===== src/rtl/fetch_pkg.sv =====
// Shared types and constants for the instruction fetch unit.
// Build with FETCH_PREFETCH_BUF_EN defined for a two-entry prefetch buffer.
package fetch_pkg;

  localparam int ADDR_W  = 32;
  localparam int INSTR_W = 32;
  localparam logic [ADDR_W-1:0] PC_STEP = 32'd4;

`ifdef FETCH_PREFETCH_BUF_EN
  localparam int BUF_DEPTH = 2;
`else
  localparam int BUF_DEPTH = 1;
`endif

  typedef enum logic [1:0] {
    IDLE   = 2'd0,
    REQ    = 2'd1,
    DRAIN  = 2'd2,
    HALTED = 2'd3
  } fetch_state_e;

  typedef struct packed {
    logic [INSTR_W-1:0] instr;
    logic [ADDR_W-1:0]  pc;
  } fetch_entry_t;

  function automatic logic [ADDR_W-1:0] align_word(input logic [ADDR_W-1:0] addr);
    return {addr[ADDR_W-1:2], 2'b00};
  endfunction

endpackage


===== src/rtl/fetch_buffer.sv =====
// Depth-1/2 instruction FIFO between the fetch FSM and the decoder.
// Slot 0 is always the head, so the offered instruction comes straight from a register.
module fetch_buffer
  import fetch_pkg::*;
#(
  parameter int DEPTH = BUF_DEPTH
) (
  input  logic         clk,
  input  logic         rst_n,
  input  logic         push,
  input  logic         pop,
  input  logic         flush,
  input  fetch_entry_t push_data,
  output fetch_entry_t head,
  output logic         full,
  output logic         empty
);

  localparam logic [1:0] DEPTH_C = 2'(DEPTH);

  fetch_entry_t slot0_r;
  fetch_entry_t slot1_r;
  logic [1:0]   count_r;

  fetch_entry_t slot0_nxt_s;
  fetch_entry_t slot1_nxt_s;
  logic [1:0]   count_nxt_s;
  logic         empty_s;
  logic         full_s;
  logic         pop_ok_s;
  logic         push_ok_s;

  assign empty_s   = (count_r == 2'd0);
  assign full_s    = (count_r == DEPTH_C);
  assign pop_ok_s  = pop && !empty_s;
  assign push_ok_s = push && (!full_s || pop_ok_s);

  // Next-state for the slots and occupancy count.
  always_comb begin
    slot0_nxt_s = slot0_r;
    slot1_nxt_s = slot1_r;
    count_nxt_s = count_r;
    if (flush) begin
      count_nxt_s = 2'd0;
    end else begin
      case ({push_ok_s, pop_ok_s})
        2'b10: begin
          if (count_r == 2'd0) begin
            slot0_nxt_s = push_data;
          end else begin
            slot1_nxt_s = push_data;
          end
          count_nxt_s = count_r + 2'd1;
        end
        2'b01: begin
          slot0_nxt_s = slot1_r;
          count_nxt_s = count_r - 2'd1;
        end
        2'b11: begin
          if (count_r == 2'd2) begin
            slot0_nxt_s = slot1_r;
            slot1_nxt_s = push_data;
          end else begin
            slot0_nxt_s = push_data;
          end
        end
        default: begin
          count_nxt_s = count_r;
        end
      endcase
    end
  end

  // Slot and count registers.
  always_ff @(posedge clk or negedge rst_n) begin
    if (!rst_n) begin
      slot0_r <= '0;
      slot1_r <= '0;
      count_r <= 2'd0;
    end else begin
      slot0_r <= slot0_nxt_s;
      slot1_r <= slot1_nxt_s;
      count_r <= count_nxt_s;
    end
  end

  assign head  = slot0_r;
  assign full  = full_s;
  assign empty = empty_s;

endmodule


===== src/rtl/instruction_fetch_unit.sv =====
// Instruction fetch: one outstanding memory read, redirect/halt handling, decoder buffer.
// FETCH_PREFETCH_BUF_EN selects a two-entry buffer so fetch can run ahead of the decoder.
module instruction_fetch_unit
  import fetch_pkg::*;
#(
  parameter logic [ADDR_W-1:0] RESET_PC = 32'h0000_0000
) (
  input  logic               clk,
  input  logic               rst_n,
  output logic               imem_req,
  output logic [ADDR_W-1:0]  imem_addr,
  input  logic               imem_ack,
  input  logic [INSTR_W-1:0] imem_rdata,
  output logic               instr_valid,
  input  logic               instr_ready,
  output logic [INSTR_W-1:0] instruction,
  output logic [ADDR_W-1:0]  instr_pc,
  input  logic               redirect_valid,
  input  logic [ADDR_W-1:0]  redirect_pc,
  input  logic               halt,
  output logic               halted
);

  fetch_state_e      state_r;
  fetch_state_e      state_nxt_s;
  logic [ADDR_W-1:0] pc_r;
  logic [ADDR_W-1:0] pc_nxt_s;
  logic [ADDR_W-1:0] addr_r;
  logic [ADDR_W-1:0] addr_nxt_s;
  logic              req_r;
  logic              req_nxt_s;
  logic              halt_r;
  logic              halted_r;

  logic              redirect_s;
  logic              pop_s;
  logic              push_s;
  logic              buf_full_s;
  logic              buf_empty_s;
  logic              buf_free_s;
  logic              halt_pend_s;
  fetch_entry_t      push_data_s;
  fetch_entry_t      head_s;

  // Redirects are dead once halted; a redirect also cancels any pop in that cycle.
  assign redirect_s  = redirect_valid && (state_r != HALTED);
  assign pop_s       = !buf_empty_s && instr_ready && !redirect_s;
  assign push_s      = (state_r == REQ) && imem_ack && !redirect_s;
  assign buf_free_s  = !buf_full_s || pop_s;
  assign halt_pend_s = halt_r || halt;
  assign push_data_s = {imem_rdata, pc_r};

  fetch_buffer #(
    .DEPTH (BUF_DEPTH)
  ) u_buf (
    .clk       (clk),
    .rst_n     (rst_n),
    .push      (push_s),
    .pop       (pop_s),
    .flush     (redirect_s),
    .push_data (push_data_s),
    .head      (head_s),
    .full      (buf_full_s),
    .empty     (buf_empty_s)
  );

  // FSM next-state and request register next values.
  always_comb begin
    state_nxt_s = state_r;
    req_nxt_s   = req_r;
    addr_nxt_s  = addr_r;
    case (state_r)
      IDLE: begin
        if (halt_pend_s) begin
          state_nxt_s = HALTED;
        end else if (!redirect_s && buf_free_s) begin
          state_nxt_s = REQ;
          req_nxt_s   = 1'b1;
          addr_nxt_s  = pc_r;
        end else begin
          state_nxt_s = IDLE;
        end
      end
      REQ: begin
        if (imem_ack) begin
          req_nxt_s   = 1'b0;
          state_nxt_s = halt_pend_s ? HALTED : IDLE;
        end else if (redirect_s) begin
          state_nxt_s = DRAIN;
        end else begin
          state_nxt_s = REQ;
        end
      end
      DRAIN: begin
        // The response still owed to the stale request is swallowed here.
        if (imem_ack) begin
          req_nxt_s   = 1'b0;
          state_nxt_s = halt_pend_s ? HALTED : IDLE;
        end else begin
          state_nxt_s = DRAIN;
        end
      end
      HALTED: begin
        state_nxt_s = HALTED;
        req_nxt_s   = 1'b0;
      end
      default: begin
        state_nxt_s = IDLE;
        req_nxt_s   = 1'b0;
      end
    endcase
  end

  // PC update: redirect wins over the sequential step.
  always_comb begin
    if (redirect_s) begin
      pc_nxt_s = align_word(redirect_pc);
    end else if (push_s) begin
      pc_nxt_s = pc_r + PC_STEP;
    end else begin
      pc_nxt_s = pc_r;
    end
  end

  // State, PC, halt latch and registered memory-side outputs.
  always_ff @(posedge clk or negedge rst_n) begin
    if (!rst_n) begin
      state_r  <= IDLE;
      pc_r     <= RESET_PC;
      addr_r   <= 32'h0000_0000;
      req_r    <= 1'b0;
      halt_r   <= 1'b0;
      halted_r <= 1'b0;
    end else begin
      state_r  <= state_nxt_s;
      pc_r     <= pc_nxt_s;
      addr_r   <= addr_nxt_s;
      req_r    <= req_nxt_s;
      halt_r   <= halt_r || halt;
      halted_r <= (state_nxt_s == HALTED);
    end
  end

  assign imem_req    = req_r;
  assign imem_addr   = addr_r;
  assign halted      = halted_r;
  assign instr_valid = !buf_empty_s;
  assign instruction = head_s.instr;
  assign instr_pc    = head_s.pc;

endmodule


===== config.mk =====
export PLATFORM = sky130hd
export DESIGN_NAME = instruction_fetch_unit
export DESIGN_NICKNAME = d
export VERILOG_FILES = /design/src/rtl/fetch_pkg.sv /design/src/rtl/fetch_buffer.sv /design/src/rtl/instruction_fetch_unit.sv
export SDC_FILE = /design/constraint.sdc
export NUM_CORES = 1
export LEC_CHECK = 0
export CELL_PAD_IN_SITES_DETAIL_PLACEMENT = 1
export CELL_PAD_IN_SITES_GLOBAL_PLACEMENT = 2
export CORE_MARGIN = 2
export CORE_UTILIZATION = 34
export CTS_BUF_LIST = sky130_fd_sc_hd__clkbuf_16
export DETAILED_ROUTE_END_ITERATION = 8
export GPL_ROUTABILITY_DRIVEN = 0
export MAX_ROUTING_LAYER = met4
export PLACE_DENSITY_LB_ADDON = 0.15
export SLEW_MARGIN = 5
export SYNTH_ARGS = -nofsm -noshare
export SYNTH_HDL_FRONTEND = slang
export SYNTH_SLANG_ARGS = --single-unit

===== constraint.sdc =====
create_clock -name clk -period 2.49 [get_ports clk]
set_clock_uncertainty 0.2 [all_clocks]
set_input_delay 0.249 -clock clk [delete_from_list [all_inputs] [get_ports clk]]
set_output_delay 0.249 -clock clk [all_outputs]
set_load 0.005 [all_outputs]

==> metrics, run 1 <==
outcome=completed; clk buf depth=2; final setup vio count=0; CTS sink cnt=between 150 and 200; WHS Path Cells=3; Die Area=between 20,000 and 30,000 um^2; global-route wire length before repair=37,100 um; Iteration-0 DRC Markers=230; Worst-Margin Slew=around 0.59 ns; Fillers=between 2,000 and 3,000; flops & latches, synth=approximately 190; startpoint type of the worst setup path=flip-flop; Worst Path Required=2.60 ns; number of enable flip-flop cells after synthesis=0; Layout Cells excl Fill=around 1,200; Final period util=0.963; Arr. time, crit path=2.51 ns; HP Class=in2reg; starting density of the core=0.343; postcts setup bufs=0; vias per cell=4.96; largest net degree at the start of global routing=between 60 and 70; Synth async-reset ratio=1.00; setup TNS=0 ns; all-layer global routing usage=0.185; CTS tree=done; Primary FF master, synth=dfrtp_1; Die Span X=about 160 um; Area Overhead vs Synth=33.2%; CTS H-tree depth=4; Port-buffer cells=~160; Crit. End Element=flip-flop; placed cell count=roughly 1,200; yosys warns=0; fmax=~420 MHz; grt total ovfl=0; vias=approximately 6,200; Pins Over Slew Limit=0; core area=between 20,000 and 25,000 um^2; ant diodes=0; clk slew on worst S/H paths=0.08 ns; layout net count=~980; Row Count=58; Synth Cell Area=~8600 um^2; Max Cap Violations=0; final total power=between 10 and 15 mW; power per cell area=~1100 nW/um^2; Mapped Cells=737; CP Max Fanout=between 50 and 60; min cycle time layout=between 2 and 2.5 ns; Pre-antenna DRT Iters=4; Rel. slew slack=0.604; r2r worst-path depth=7; vias in the first global route=6,875; Final Hold Vio Count=0; final wirelength=roughly 23,000 um; worst vdd ir=roughly 500 uV; clk_lat worst skew=roughly 0.43 ns; drc violations=0; synth unique cells=43; DRT antenna net count=0; initial antenna violation count=0; Hold WS=~0.17 ns; Leak=roughly 5.2 nW; Root Buffer=clkbuf_16; Critical Setup Path Class=reg2reg; Num CTS Buffers=17; layout cells sized above 1=0.180; IO Pins=~170; Seq/Total Area, Yosys=0.561; height of the die=between 150 and 200 um; DR WL/cell=about 19 um; Post-Syn Area per Cell=approximately 12 um^2; hpwl dp=around 16,000 um
==> worst max-delay path, stage by stage, from the launching register on <==
cell and delay (ns):
dfrtp_1 0.41, inv_1 0.11, ha_1 0.26, nor2_1 0.12, a21oi_1 0.07, nor4_4 0.31, buf_12 0.32, mux2_2 0.39
==> sequential cells by signal, summed over array words and instances (netlist names) <==
register       count
u_buf.slot1_r     62
imem_addr         30
pc_r              30
imem_req           1
state_r            2
halted             1
u_buf.head        63
halt_r             1
u_buf.count_r      2
==> layout make-up <==
cell class	count	area [um^2]	area share
Timing Repair Buffer	197	2060	0.181
Sequential cell	192	4800	0.422
Clock inverter	15	151	0.0133
Multi-Input combinational cell	486	3500	0.307
Clock buffer	17	425	0.0373
Tap cell	330	413	0.0362
Inverter	11	41.3	0.00362
==> logic make-up after synthesis <==
kind of cell,Yosys count,synth area share
buffers and inverters,60,0.0332
other,1,0.000438
AO/OA/AOI/OAI,114,0.0697
multiplexers,151,0.190
XOR/XNOR,29,0.0297
adder cells (fa/ha/maj),9,0.0132
flip-flops,192,0.561
AND/OR/NAND/NOR,181,0.103
==> worst paths after layout <==
| path | from | to | slack [ns] |
|---|---|---|---|
| worst max-delay path | u_buf.count_r[1] | u_buf.slot1_r[54] | 0.09 |
| max in group asynchronous | rst_n | pc_r[27] | 1.15 |
| worst min-delay path | redirect_pc[15] | pc_r[15] | 0.17 |
| worst max register to register | u_buf.count_r[1] | u_buf.slot1_r[54] | 0.09 |
| min in group asynchronous | rst_n | u_buf.head[57] | 0.19 |
| worst min register to register | imem_addr[8] | imem_addr[8] | 0.29 |
==> cells in the final DEF, fill, tap and decap left out, types with 5 or more instances in the layout <==
cell type        count
or3_1                5
o21ai_0             31
nand4_1             10
buf_12              10
mux2_2              85
xor2_1              14
nor2_1              77
clkbuf_16           18
nor3_1               7
inv_1               11
a21oi_1             69
dfrtp_1            192
nand3_1              9
mux2i_1             62
buf_4               20
clkdlybuf4s50_1    163
ha_1                 7
nand2_1             46
xnor2_1             15
==> power breakdown <==
group	switching, mW	internal, mW
clock	1.30	1.41
sequential	0.926	4.30
combinational	2.09	2.52
total	4.32	8.23
==> what timing repair did <==
item / in CTS / in global routing
cloned: 0 / 1
setup endpoints to repair: 4 / 35
hold endpoints to repair: 63 / 0
gates resized for setup: 1 / 3
hold buffers: 1 / 0
==> cell usage after synthesis (2+ instances only) <==
library cell	n	area, um^2
dfrtp_1	192	4800
mux2_2	85	957
nor2_1	77	289
a21oi_1	69	345
mux2i_1	62	621
nand2_1	46	173
o21ai_0	31	155
buf_2	25	125
clkbuf_1	18	67.6
xnor2_1	15	131
xor2_1	14	123
inv_1	11	41.3
nand3_1	10	50.1
nand4_1	10	62.6
ha_1	9	113
nor3_1	7	35.0
or3_1	5	31.3
mux2_1	4	45.0
nor2b_1	4	25.0
o21ai_1	4	20.0
a31oi_1	3	18.8
and3_1	3	18.8
and4_1	3	26.3
buf_4	3	22.5
nor3_2	3	30.0
nor4_4	3	63.8
buf_6	2	22.5
nand2b_1	2	12.5
nor4_1	2	12.5
o21ai_2	2	17.5
==> stage by stage <==
stage	setup slack, ns	instance area (um^2)	utilization
5_1_grt	-0.0127	11400	0.457
6_report	0.0917	11400	0.457
4_1_cts	0.0291	11400	0.455
2_1_floorplan	0.269	8560	-
3_3_place_gp	0.127	10800	0.431
3_5_place_dp	0.00538	10800	0.431
==> layer usage <==
metal / share of wire / global-route usage / up-vias / wire length (um)
met5: 0 / - / - / 0
met4: 0.011 / 0.0451 / 0 / 262
met3: 0.033 / 0.0272 / 19 / 752
met2: 0.51 / 0.318 / 138 / 11800
met1: 0.45 / 0.232 / 3159 / 10300
li1: - / - / 2879 / -
Power figures use the tool's default switching activity.
==> run 2: changes to the inputs <==
--- a/config.mk
+++ b/config.mk
@@ -5,6 +5,7 @@
 export SDC_FILE = /design/constraint.sdc
 export NUM_CORES = 1
 export LEC_CHECK = 0
+export CAP_MARGIN = 20
 export CELL_PAD_IN_SITES_DETAIL_PLACEMENT = 1
 export CELL_PAD_IN_SITES_GLOBAL_PLACEMENT = 2
 export CORE_MARGIN = 2
==> results of run 2 <==
Same layout as run 1: the final DEF is identical, and so are final timing and power.
==> run 3: changes to the inputs <==
--- a/config.mk
+++ b/config.mk
@@ -15,7 +15,8 @@
 export GPL_ROUTABILITY_DRIVEN = 0
 export MAX_ROUTING_LAYER = met4
 export PLACE_DENSITY_LB_ADDON = 0.15
-export SLEW_MARGIN = 5
+export SKIP_CTS_REPAIR_TIMING = 1
+export SLEW_MARGIN = 20
 export SYNTH_ARGS = -nofsm -noshare
 export SYNTH_HDL_FRONTEND = slang
 export SYNTH_SLANG_ARGS = --single-unit
==> run 3 against run 2 <==
Against the previous run: routed wire length hardly changed; via count hardly changed; critical path depth stayed put; die area stayed put; combinational power hardly changed; final cell count stayed put; core utilization hardly changed; largest power group unchanged; sequential power hardly changed; worst setup slack worse by 0.0033 ns.
==> metrics, run 3 (synthesis gave the netlist of run 1 again) <==
vias per cell=roughly 5; Critical Setup Path Class=reg2reg; Hold Crit Start=redirect_pc[15]; WHS Path Cells=3; Die Area=approximately 26,000 um^2; initial antenna violation count=0; grt total ovfl=0; Worst-Margin Slew=approximately 0.60 ns; Crit. End Element=flip-flop; Leak=roughly 5.2 nW; vias in the first global route=6,867; r2r worst-path depth=7; fmax=416 MHz; final setup vio count=0; CTS tree=done; Iteration-0 DRC Markers=around 240; hpwl dp=15,900 um; min cycle time layout=roughly 2.4 ns; RR Endpoint=u_buf.slot1_r[54]; Fillers=around 2,600; height of the die=between 150 and 200 um; drc violations=0; layout net count=984; Pins Over Slew Limit=0; clk slew on worst S/H paths=roughly 0.080 ns; worst vdd ir=503 uV; Num CTS Buffers=17; DRT antenna net count=0; commonest non-fill, non-tap cell in the layout=dfrtp_1; Max Cap Violations=0; max reg flops=63; Die Span X=approximately 160 um; most frequent cells in the layout=dfrtp_1 (192), clkdlybuf4s50_1 (163), mux2_2 (85), nor2_1 (77), a21oi_1 (69); final wirelength=~23,000 um; global-route wire length before repair=approximately 37,000 um; HP Class=in2reg; Worst Path Required=about 2.6 ns; DR WL/cell=around 19 um; Worst R2R Setup Slack=approximately 0.088 ns; power per cell area=between 1000 and 1500 nW/um^2; Final period util=0.964; core area=about 25,000 um^2; Area Overhead vs Synth=33.3%; IO Pins=169; clk_lat worst skew=about 0.43 ns; Pre-antenna DRT Iters=4; Port-buffer cells=about 160; Arr. time, crit path=between 2 and 3 ns; outcome=completed; vias=around 6,200; ant diodes=0; CTS H-tree depth=4; CP Max Fanout=52; Rel. slew slack=0.603; largest net degree at the start of global routing=67; Hold WS=approximately 0.18 ns; Row Count=58; multi-input logic area=3500 um^2; CTS sink cnt=between 150 and 200; Root Buffer=clkbuf_16; startpoint type of the worst setup path=flip-flop; all-layer global routing usage=0.185; RR Startpoint=u_buf.count_r[1]; Reg area=about 4800 um^2; Final Hold Vio Count=0; clk buf depth=2; final total power=about 13 mW; Worst Hold End=pc_r[15]; layout cells sized above 1=0.180; starting density of the core=0.343
## run 3: where the power goes
part / total (mW) / internal, mW / switching (mW) / leakage [nW]
logic: 4.63 / 2.53 / 2.10 / 2.53
clock network: 2.71 / 1.41 / 1.30 / 0.283
registers: 5.22 / 4.30 / 0.927 / 2.39
total: 12.6 / 8.24 / 4.33 / 5.20
## run 3: cell type report
| cell class | count | area share |
|---|---|---|
| tap | 330 | 0.0362 |
| timing repair buffer | 197 | 0.181 |
| clock inverter | 15 | 0.0133 |
| multi-input combinational | 486 | 0.307 |
| sequential | 192 | 0.421 |
| clock buffer | 17 | 0.0373 |
| inverter | 11 | 0.00362 |
## run 3: worst max path at each step
stage	from	endpoint	slack, ns	cells after the start
detailed placement	state_r[1]	u_buf.head[39]	0.005	9
global route	u_buf.count_r[1]	u_buf.slot1_r[54]	-0.01	7
CTS	state_r[1]	u_buf.head[44]	-0.02	9
global placement	imem_ack	pc_r[27]	0.13	6
floorplan	state_r[1]	pc_r[19]	0.27	9
finish	u_buf.count_r[1]	u_buf.slot1_r[54]	0.09	7
## run 3: stage by stage
stage	setup slack, ns	util	cells	cell area [um^2]	setup TNS, ns
6_report	0.0884	0.457	1248	11400	0
5_1_grt	-0.0127	0.457	1248	11400	-0.0692
4_1_cts	-0.0190	0.454	1246	11300	-0.0475
3_5_place_dp	0.00538	0.431	1214	10800	0
3_3_place_gp	0.127	0.431	1214	10800	0
2_1_floorplan	0.269	-	738	8560	0
## run 3: routing by layer
layer  share of wire  up-vias  global-route usage
li1                -     2879                   -
met1            0.45     3162               0.232
met2            0.51      135               0.318
met3           0.033       20              0.0275
met4           0.012        0              0.0451
met5               0        -                   -
## run 3: worst max-delay path: stages (launching register included)
cell and delay, ns:
dfrtp_1 0.41, inv_1 0.11, ha_1 0.26, nor2_1 0.13, a21oi_1 0.07, nor4_4 0.31, buf_12 0.32, mux2_2 0.39
